**src/rtl/pc_btb_if.sv**
```systemverilog
// pc_btb_if: fetch-side bundle for the pc_btb program counter / branch target buffer.
//   master : hazard unit + execute stage side (drives stall, redirect and predictor updates,
//            receives the fetch address and prediction)
//   slave  : the pc_btb block itself
// Signals:
//   pcenable              fetch advance (0 = stall)
//   redirect, redirect_pc execute-stage correction and the corrected fetch address
//   upd_valid, upd_pc,
//   upd_taken, upd_target resolved control-instruction outcome used to train the BTB
//   pcout                 current fetch address (registered)
//   pred_taken            prediction for the instruction at pcout
//   pred_target           predicted target for pcout, meaningful only when pred_taken=1
interface pc_btb_if #(
    parameter int WIDTH = 32
);
    logic             pcenable;
    logic             redirect;
    logic [WIDTH-1:0] redirect_pc;
    logic             upd_valid;
    logic [WIDTH-1:0] upd_pc;
    logic             upd_taken;
    logic [WIDTH-1:0] upd_target;
    logic [WIDTH-1:0] pcout;
    logic             pred_taken;
    logic [WIDTH-1:0] pred_target;

    modport master (
        output pcenable, redirect, redirect_pc,
        output upd_valid, upd_pc, upd_taken, upd_target,
        input  pcout, pred_taken, pred_target
    );

    modport slave (
        input  pcenable, redirect, redirect_pc,
        input  upd_valid, upd_pc, upd_taken, upd_target,
        output pcout, pred_taken, pred_target
    );
endinterface

```
**src/rtl/pc_btb.sv**
```systemverilog
// pc_btb: fetch-stage program counter with a direct-mapped branch target buffer and
// 2-bit saturating direction counters.
// Ports:
//   CLK  clock, all state updates on the rising edge
//   RST  asynchronous active-high reset (pcout <- RESET_PC, all entries invalid, ctr <- 01)
//   bus  pc_btb_if slave modport (stall/redirect/update in, pcout/prediction out)
// Next-PC priority: redirect > predicted-taken target > pcout+4 > hold.
// Lookup is combinational on pcout; an update written in cycle N is seen from cycle N+1.
module pc_btb #(
    parameter int               WIDTH     = 32,
    parameter int               BTB_DEPTH = 16,
    parameter logic [WIDTH-1:0] RESET_PC  = '0
) (
    input  logic      CLK,
    input  logic      RST,
    pc_btb_if.slave   bus
);
    localparam int IDX   = $clog2(BTB_DEPTH);
    localparam int TAG_W = WIDTH - IDX - 2;
    localparam int TGT_W = WIDTH - 2;

    // Entry state. valid/ctr need reset so they live in flops; tag/target are never reset.
    logic [BTB_DEPTH-1:0] valid_reg;
    logic [BTB_DEPTH-1:0] valid_next;
    logic [1:0]           ctr_reg    [BTB_DEPTH];
    logic [1:0]           ctr_next   [BTB_DEPTH];
    logic [TAG_W-1:0]     tag_mem    [BTB_DEPTH];
    logic [TGT_W-1:0]     target_mem [BTB_DEPTH];

    logic [WIDTH-1:0]     pc_reg;
    logic [WIDTH-1:0]     pc_next;

    // Lookup on the current fetch address
    logic [IDX-1:0]       look_idx;
    logic                 look_hit;
    logic                 pred_taken_int;
    logic [WIDTH-1:0]     pred_target_int;

    assign look_idx        = pc_reg[IDX+1:2];
    assign look_hit        = valid_reg[look_idx] && (tag_mem[look_idx] == pc_reg[WIDTH-1:IDX+2]);
    assign pred_taken_int  = look_hit && ctr_reg[look_idx][1];
    assign pred_target_int = {target_mem[look_idx], 2'b00};

    // Update-side lookup (reads pre-update contents)
    logic [IDX-1:0]       upd_idx;
    logic [TAG_W-1:0]     upd_tag;
    logic                 upd_hit;

    assign upd_idx = bus.upd_pc[IDX+1:2];
    assign upd_tag = bus.upd_pc[WIDTH-1:IDX+2];
    assign upd_hit = valid_reg[upd_idx] && (tag_mem[upd_idx] == upd_tag);

    function automatic logic [1:0] sat_inc(input logic [1:0] c);
        return (c == 2'b11) ? 2'b11 : c + 2'b01;
    endfunction

    function automatic logic [1:0] sat_dec(input logic [1:0] c);
        return (c == 2'b00) ? 2'b00 : c - 2'b01;
    endfunction

    // Per-entry next state: only the entry selected by upd_pc can change.
    for (genvar gi = 0; gi < BTB_DEPTH; gi++) begin : g_entry
        logic entry_upd;
        assign entry_upd = bus.upd_valid && (upd_idx == IDX'(gi));

        // Miss+taken allocates; hit+not-taken leaves the entry valid.
        assign valid_next[gi] = (entry_upd && bus.upd_taken) ? 1'b1 : valid_reg[gi];

        assign ctr_next[gi] = !entry_upd           ? ctr_reg[gi] :
                              upd_hit              ? (bus.upd_taken ? sat_inc(ctr_reg[gi])
                                                                    : sat_dec(ctr_reg[gi])) :
                              bus.upd_taken        ? 2'b10 :
                                                     ctr_reg[gi];
    end

    always_ff @(posedge CLK or posedge RST) begin
        if (RST) begin
            valid_reg <= '0;
            for (int i = 0; i < BTB_DEPTH; i++) begin
                ctr_reg[i] <= 2'b01;
            end
        end else begin
            valid_reg <= valid_next;
            for (int i = 0; i < BTB_DEPTH; i++) begin
                ctr_reg[i] <= ctr_next[i];
            end
        end
    end

    // Any taken update writes tag+target: on a hit the tag is unchanged, on a miss it allocates.
    always_ff @(posedge CLK) begin
        if (bus.upd_valid && bus.upd_taken) begin
            tag_mem[upd_idx]    <= upd_tag;
            target_mem[upd_idx] <= bus.upd_target[WIDTH-1:2];
        end
    end

    // Next fetch address; redirect overrides a stall.
    always_comb begin
        pc_next = pc_reg;
        if (bus.redirect) begin
            pc_next = {bus.redirect_pc[WIDTH-1:2], 2'b00};
        end else if (bus.pcenable && pred_taken_int) begin
            pc_next = pred_target_int;
        end else if (bus.pcenable) begin
            pc_next = pc_reg + WIDTH'(4);
        end
    end

    always_ff @(posedge CLK or posedge RST) begin
        if (RST) begin
            pc_reg <= RESET_PC;
        end else begin
            pc_reg <= pc_next;
        end
    end

    assign bus.pcout       = pc_reg;
    assign bus.pred_taken  = pred_taken_int;
    assign bus.pred_target = pred_target_int;
endmodule

```
**src/flat_wrapper.sv**
```systemverilog
// flat-port wrapper written by rule: the top's interface ports become plain ports
module pc_btb_flat 
#(
    parameter int               WIDTH     = 32,
    parameter int               BTB_DEPTH = 16,
    parameter logic [WIDTH-1:0] RESET_PC  = '0
)
  (CLK, RST, bus_pcenable, bus_redirect, bus_redirect_pc, bus_upd_valid, bus_upd_pc, bus_upd_taken, bus_upd_target, bus_pcout, bus_pred_taken, bus_pred_target);
  pc_btb_if #(.WIDTH(WIDTH)) bus_i ();
  input  logic CLK;
  input  logic RST;
  input wire logic [$bits(bus_i.pcenable)-1:0] bus_pcenable;
  input wire logic [$bits(bus_i.redirect)-1:0] bus_redirect;
  input wire logic [$bits(bus_i.redirect_pc)-1:0] bus_redirect_pc;
  input wire logic [$bits(bus_i.upd_valid)-1:0] bus_upd_valid;
  input wire logic [$bits(bus_i.upd_pc)-1:0] bus_upd_pc;
  input wire logic [$bits(bus_i.upd_taken)-1:0] bus_upd_taken;
  input wire logic [$bits(bus_i.upd_target)-1:0] bus_upd_target;
  output wire logic [$bits(bus_i.pcout)-1:0] bus_pcout;
  output wire logic [$bits(bus_i.pred_taken)-1:0] bus_pred_taken;
  output wire logic [$bits(bus_i.pred_target)-1:0] bus_pred_target;
  assign bus_i.pcenable = bus_pcenable;
  assign bus_i.redirect = bus_redirect;
  assign bus_i.redirect_pc = bus_redirect_pc;
  assign bus_i.upd_valid = bus_upd_valid;
  assign bus_i.upd_pc = bus_upd_pc;
  assign bus_i.upd_taken = bus_upd_taken;
  assign bus_i.upd_target = bus_upd_target;
  assign bus_pcout = bus_i.pcout;
  assign bus_pred_taken = bus_i.pred_taken;
  assign bus_pred_target = bus_i.pred_target;
  pc_btb #(.WIDTH(WIDTH), .BTB_DEPTH(BTB_DEPTH), .RESET_PC(RESET_PC)) u_core (.CLK(CLK), .RST(RST), .bus(bus_i));
endmodule
```
**config.mk**
```make
export PLATFORM = sky130hd
export DESIGN_NAME = pc_btb_flat
export DESIGN_NICKNAME = d
export VERILOG_FILES = /design/src/rtl/pc_btb_if.sv /design/src/rtl/pc_btb.sv /design/src/flat_wrapper.sv
export SDC_FILE = /design/constraint.sdc
export NUM_CORES = 1
export LEC_CHECK = 0
export BUFFER_PORTS_ARGS = -buffer_cell sky130_fd_sc_hd__clkbuf_2
export CAP_MARGIN = 10
export CORE_ASPECT_RATIO = 0.8
export CORE_UTILIZATION = 50
export CTS_BUF_LIST = sky130_fd_sc_hd__clkbuf_4
export CTS_CLUSTER_DIAMETER = 30
export CTS_CLUSTER_SIZE = 40
export DETAILED_ROUTE_END_ITERATION = 8
export PLACE_DENSITY = 0.71
export SLEW_MARGIN = 20
export SYNTH_ARGS = -nofsm -noshare
export SYNTH_HDL_FRONTEND = slang
export SYNTH_SLANG_ARGS = --single-unit
```
**constraint.sdc**
```tcl
create_clock -name CLK -period 3.5 [get_ports CLK]
set_clock_uncertainty 0.2 [all_clocks]
set_input_delay 0.175 -clock CLK [delete_from_list [all_inputs] [get_ports CLK]]
set_output_delay 0.175 -clock CLK [all_outputs]
set_load 0.02 [all_outputs]
```
==> run_results.csv <==
group,metric,value,unit
status,outcome,"finished with violations",
status,failed_checks,"negative setup slack",
place,dpl.hpwl,78.8,mm
global_routing,grt_pass1_vias,27875,
yosys,yosysMostFrequentCell,"edfxtp_1",
setup_path,path_max_fanout,6,
route,avgRoutedWirePerCell,30.8,um
die,num_rows,95,
cells_and_area,areaGrowthSynthToFinish,23.6,%
clocking,cts_buffer_depth,3,
setup_path,required,3.12,ns
yosys,ys_types,73,
pwr,ir_drop,0.000426,V
yosys,synthCells,2356,
yosys,synth-seq-cells,974,
yosys,synth_top_area_frac,0.626,
pwr,powerDensity,489,nW/um^2
route,first_iter_violations,3674,
setup_path,cp_common_cell,"buf_6",
yosys,async_flop_share,0.0801,
timing,fin_crit_sh,1.37,
route,vias_per_cell,6.49,
place,portBuffers,156,
global_routing,antenna_found_initial,5,
place,dpl_cell_area,46900,um^2
die,dieArea,87100,um^2
setup_path,endpoint_kind,"output pin",
route,drc,0,
timing,layout_setup_ws,-1.29,ns
global_routing,grt_pass1_wl,189,mm
yosys,yosys.area.top_type,"edfxtp_1",
setup_path,cp_slowest_stage_delay,0.58,ns
yosys,ys_seq_area_frac,0.672,
timing,slew_headroom,0.359,
timing,finalHoldViolations,0,
die,io_pins,167,
yosys,synth_top_cells_by_area,"edfxtp_1 63%, mux4_2 17%, dfrtp_1 3.6%",
timing,layout_min_cycle_time,4.79,ns
setup_path,cp_slowest_cell,"or4_4",
setup_path,start_kind,"flip-flop",
timing,grt_setup_unrepaired,"true",
yosys,avgSynthCellArea,18.2,um^2
setup_path,critPathKind,"flip-flop to output pin",
pwr,power,0.0260,W
clocking,cts_tree,"done",
die,core,84500,um^2
yosys,ys_warn_count,0,
global_routing,grt_remaining_overflow,0,
cells_and_area,fin_area,53100,um^2
cells_and_area,utilization,0.629,
cells_and_area,nets,3128,
clocking,numCtsBuffers,157,
yosys,synth.cell_area,43000,um^2
clocking,root_buffer,"clkbuf_4",
setup_path,arrival,4.41,ns
cells_and_area,drive_gt1_frac,0.399,
timing,slew_violations,0,
setup_path,path_delay_family,"simple AND/OR/NAND/NOR gates",
yosys,synth_ff_type,"edfxtp_1",
global_routing,grt_max_degree,59,
setup_path,critPathBufInv,6,
clocking,htreeDepth,4,
clocking,cts.clk_slew.worst_paths,0.10,ns
route,vias,27730,
timing,worstMarginPinSlew,0.960,ns
pwr,leakage,18.1,nW
clocking,cts.sinks,974,
setup_path,worstPathCellList,"buf_12, buf_6, mux4_2, xnor2_2, buf_4, nor2_1, a21oi_1, nand4_1, or4_4, nor4_4, clkbuf_16, buf_6, buf_8",
timing,timing.fmax,209,MHz
timing,finalSetupViolCount,61,
yosys,synth_common_cells,"896 x edfxtp_1, 331 x mux4_2, 103 x o21ai_0",
global_routing,grt.total_usage,0.304,
die,die_h,264,um
place,gp_congestion,0.956,
route,ant_nets,0,
cells_and_area,multi_input_area,13900,um^2
die,start_util,0.509,
route,wirelength,132,mm
cells_and_area,largest_reg_flops,480,
yosys,synth-edff-count,896,
cells_and_area,regArea,28900,um^2
run,drv_cap,0,
min_path,hp-class,"input pin to flip-flop",
route,drt_first_pass_iters,5,
clocking,clk_latency,1.14,ns
die,die_x,330,um
cells_and_area,nFillCells,5804,
worst paths after layout:
kind | slack [ns] | end | depth (start not counted) | startpoint
setup / recovery | -1.29 | bus_pred_taken | 13 | u_core.bus.pcout[2]$_DFFE_PP0P_
setup reg to reg | -0.87 | u_core.bus.pcout[30]$_DFFE_PP0P_ | 20 | u_core.bus.pcout[2]$_DFFE_PP0P_
max in group asynchronous | 2.13 | u_core.ctr_reg[20]$_DFFE_PP1P_ | 5 | RST
hold / removal | 0.10 | u_core.ctr_reg[26]$_DFFE_PP1P_ | 5 | bus_upd_taken
hold reg to reg | 0.30 | u_core.valid_reg[5]$_DFFE_PP0P_ | 1 | u_core.valid_reg[5]$_DFFE_PP0P_
min in group asynchronous | 0.14 | u_core.ctr_reg[29]$_DFFE_PP0P_ | 4 | RST
stage by stage:
stage	std cells	TNS, ns	setup WS, ns	hold slack (ns)
after detailed placement	3705	-25.47	-0.731	0.174
after global routing	4273	-40.47	-1.32	0.171
after floorplan	2359	-0.0301	-0.00431	0.0739
after CTS	4248	-38.60	-1.28	0.0194
final	4276	-37.50	-1.29	0.103
after global placement	3705	-25.32	-0.782	0.162
cell usage in the layout, fill, tap and decap left out, types with 16 or more instances in the layout:
cell type and count:
clkinv_1 20, o21ai_0 73, inv_6 17, or2_2 18, o22ai_1 18, o21ai_1 29, clkbuf_2 142, nor2_1 71
clkbuf_4 182, a21oi_1 41, dlygate4sd3_1 210, edfxtp_1 896, clkinvlp_4 18, a22oi_1 19, mux2_2 40, nand2_1 78
nand3_1 31, nor3_1 22, mux2i_1 95, clkinv_2 16, and3_1 17, a31oi_1 16, bufinv_16 16, buf_6 30
buf_12 56, dfrtp_1 58, mux4_2 331, buf_4 203, xnor2_1 46, dfstp_2 16
worst reg2reg max path: cells and delay by family, from the launching register on:
kind,cells,cell delay (ns)
AND/OR/NAND/NOR,5,1.16
multiplexers,1,0.55
AO/OA/AOI/OAI,3,0.32
flip-flops,1,0.57
XOR/XNOR,1,0.16
buffers and inverters,10,1.33
where the power goes:
group | switching, W | internal [W]
registers | 0.000204 | 0.0129
logic | 0.00225 | 0.00202
clock network | 0.00469 | 0.00392
total | 0.00715 | 0.0188
cell families (layout without fill, tap and decap cells):
| family | Yosys count | after routing | share of synthesized area |
|---|---|---|---|
| AOI/OAI and AO/OA | 298 | 298 | 0.0429 |
| and+or+nand+nor | 368 | 368 | 0.0438 |
| xor gates and xnor gates | 60 | 60 | 0.0122 |
| other | 1 | 10 | 0.0000872 |
| buffers and inverters | 177 | 973 | 0.0199 |
| adders and majority gates | 1 | 1 | 0.000291 |
| muxes | 477 | 477 | 0.209 |
| DFF | 974 | 974 | 0.672 |
cell type report:
class | instances | area share
multi-input combinational | 1208 | 0.261
clock buffer | 182 | 0.0257
inverter | 15 | 0.00108
clock inverter | 107 | 0.0207
antenna | 6 | 0.000283
timing repair buffer | 669 | 0.121
tap | 1115 | 0.0263
sequential | 974 | 0.544
layer usage:
layer  wire [um]  global-route usage  vias up
li1            -                   -    11193
met1       50300               0.424    14338
met2       61800               0.470     1900
met3       15600              0.0785      295
met4        4090              0.0997        4
met5          24                   0        -
timing repair:
action / CTS / global route
setup endpoints to repair: 61 / 73
buffers inserted: 34 / 27
hold buffers: 210 / 0
pin swaps: 31 / 38
endpoints found under the hold margin: 1900 / 0
resized for setup: 116 / 121
gates cloned: 10 / 4
(Power assumes the default switching activity.)
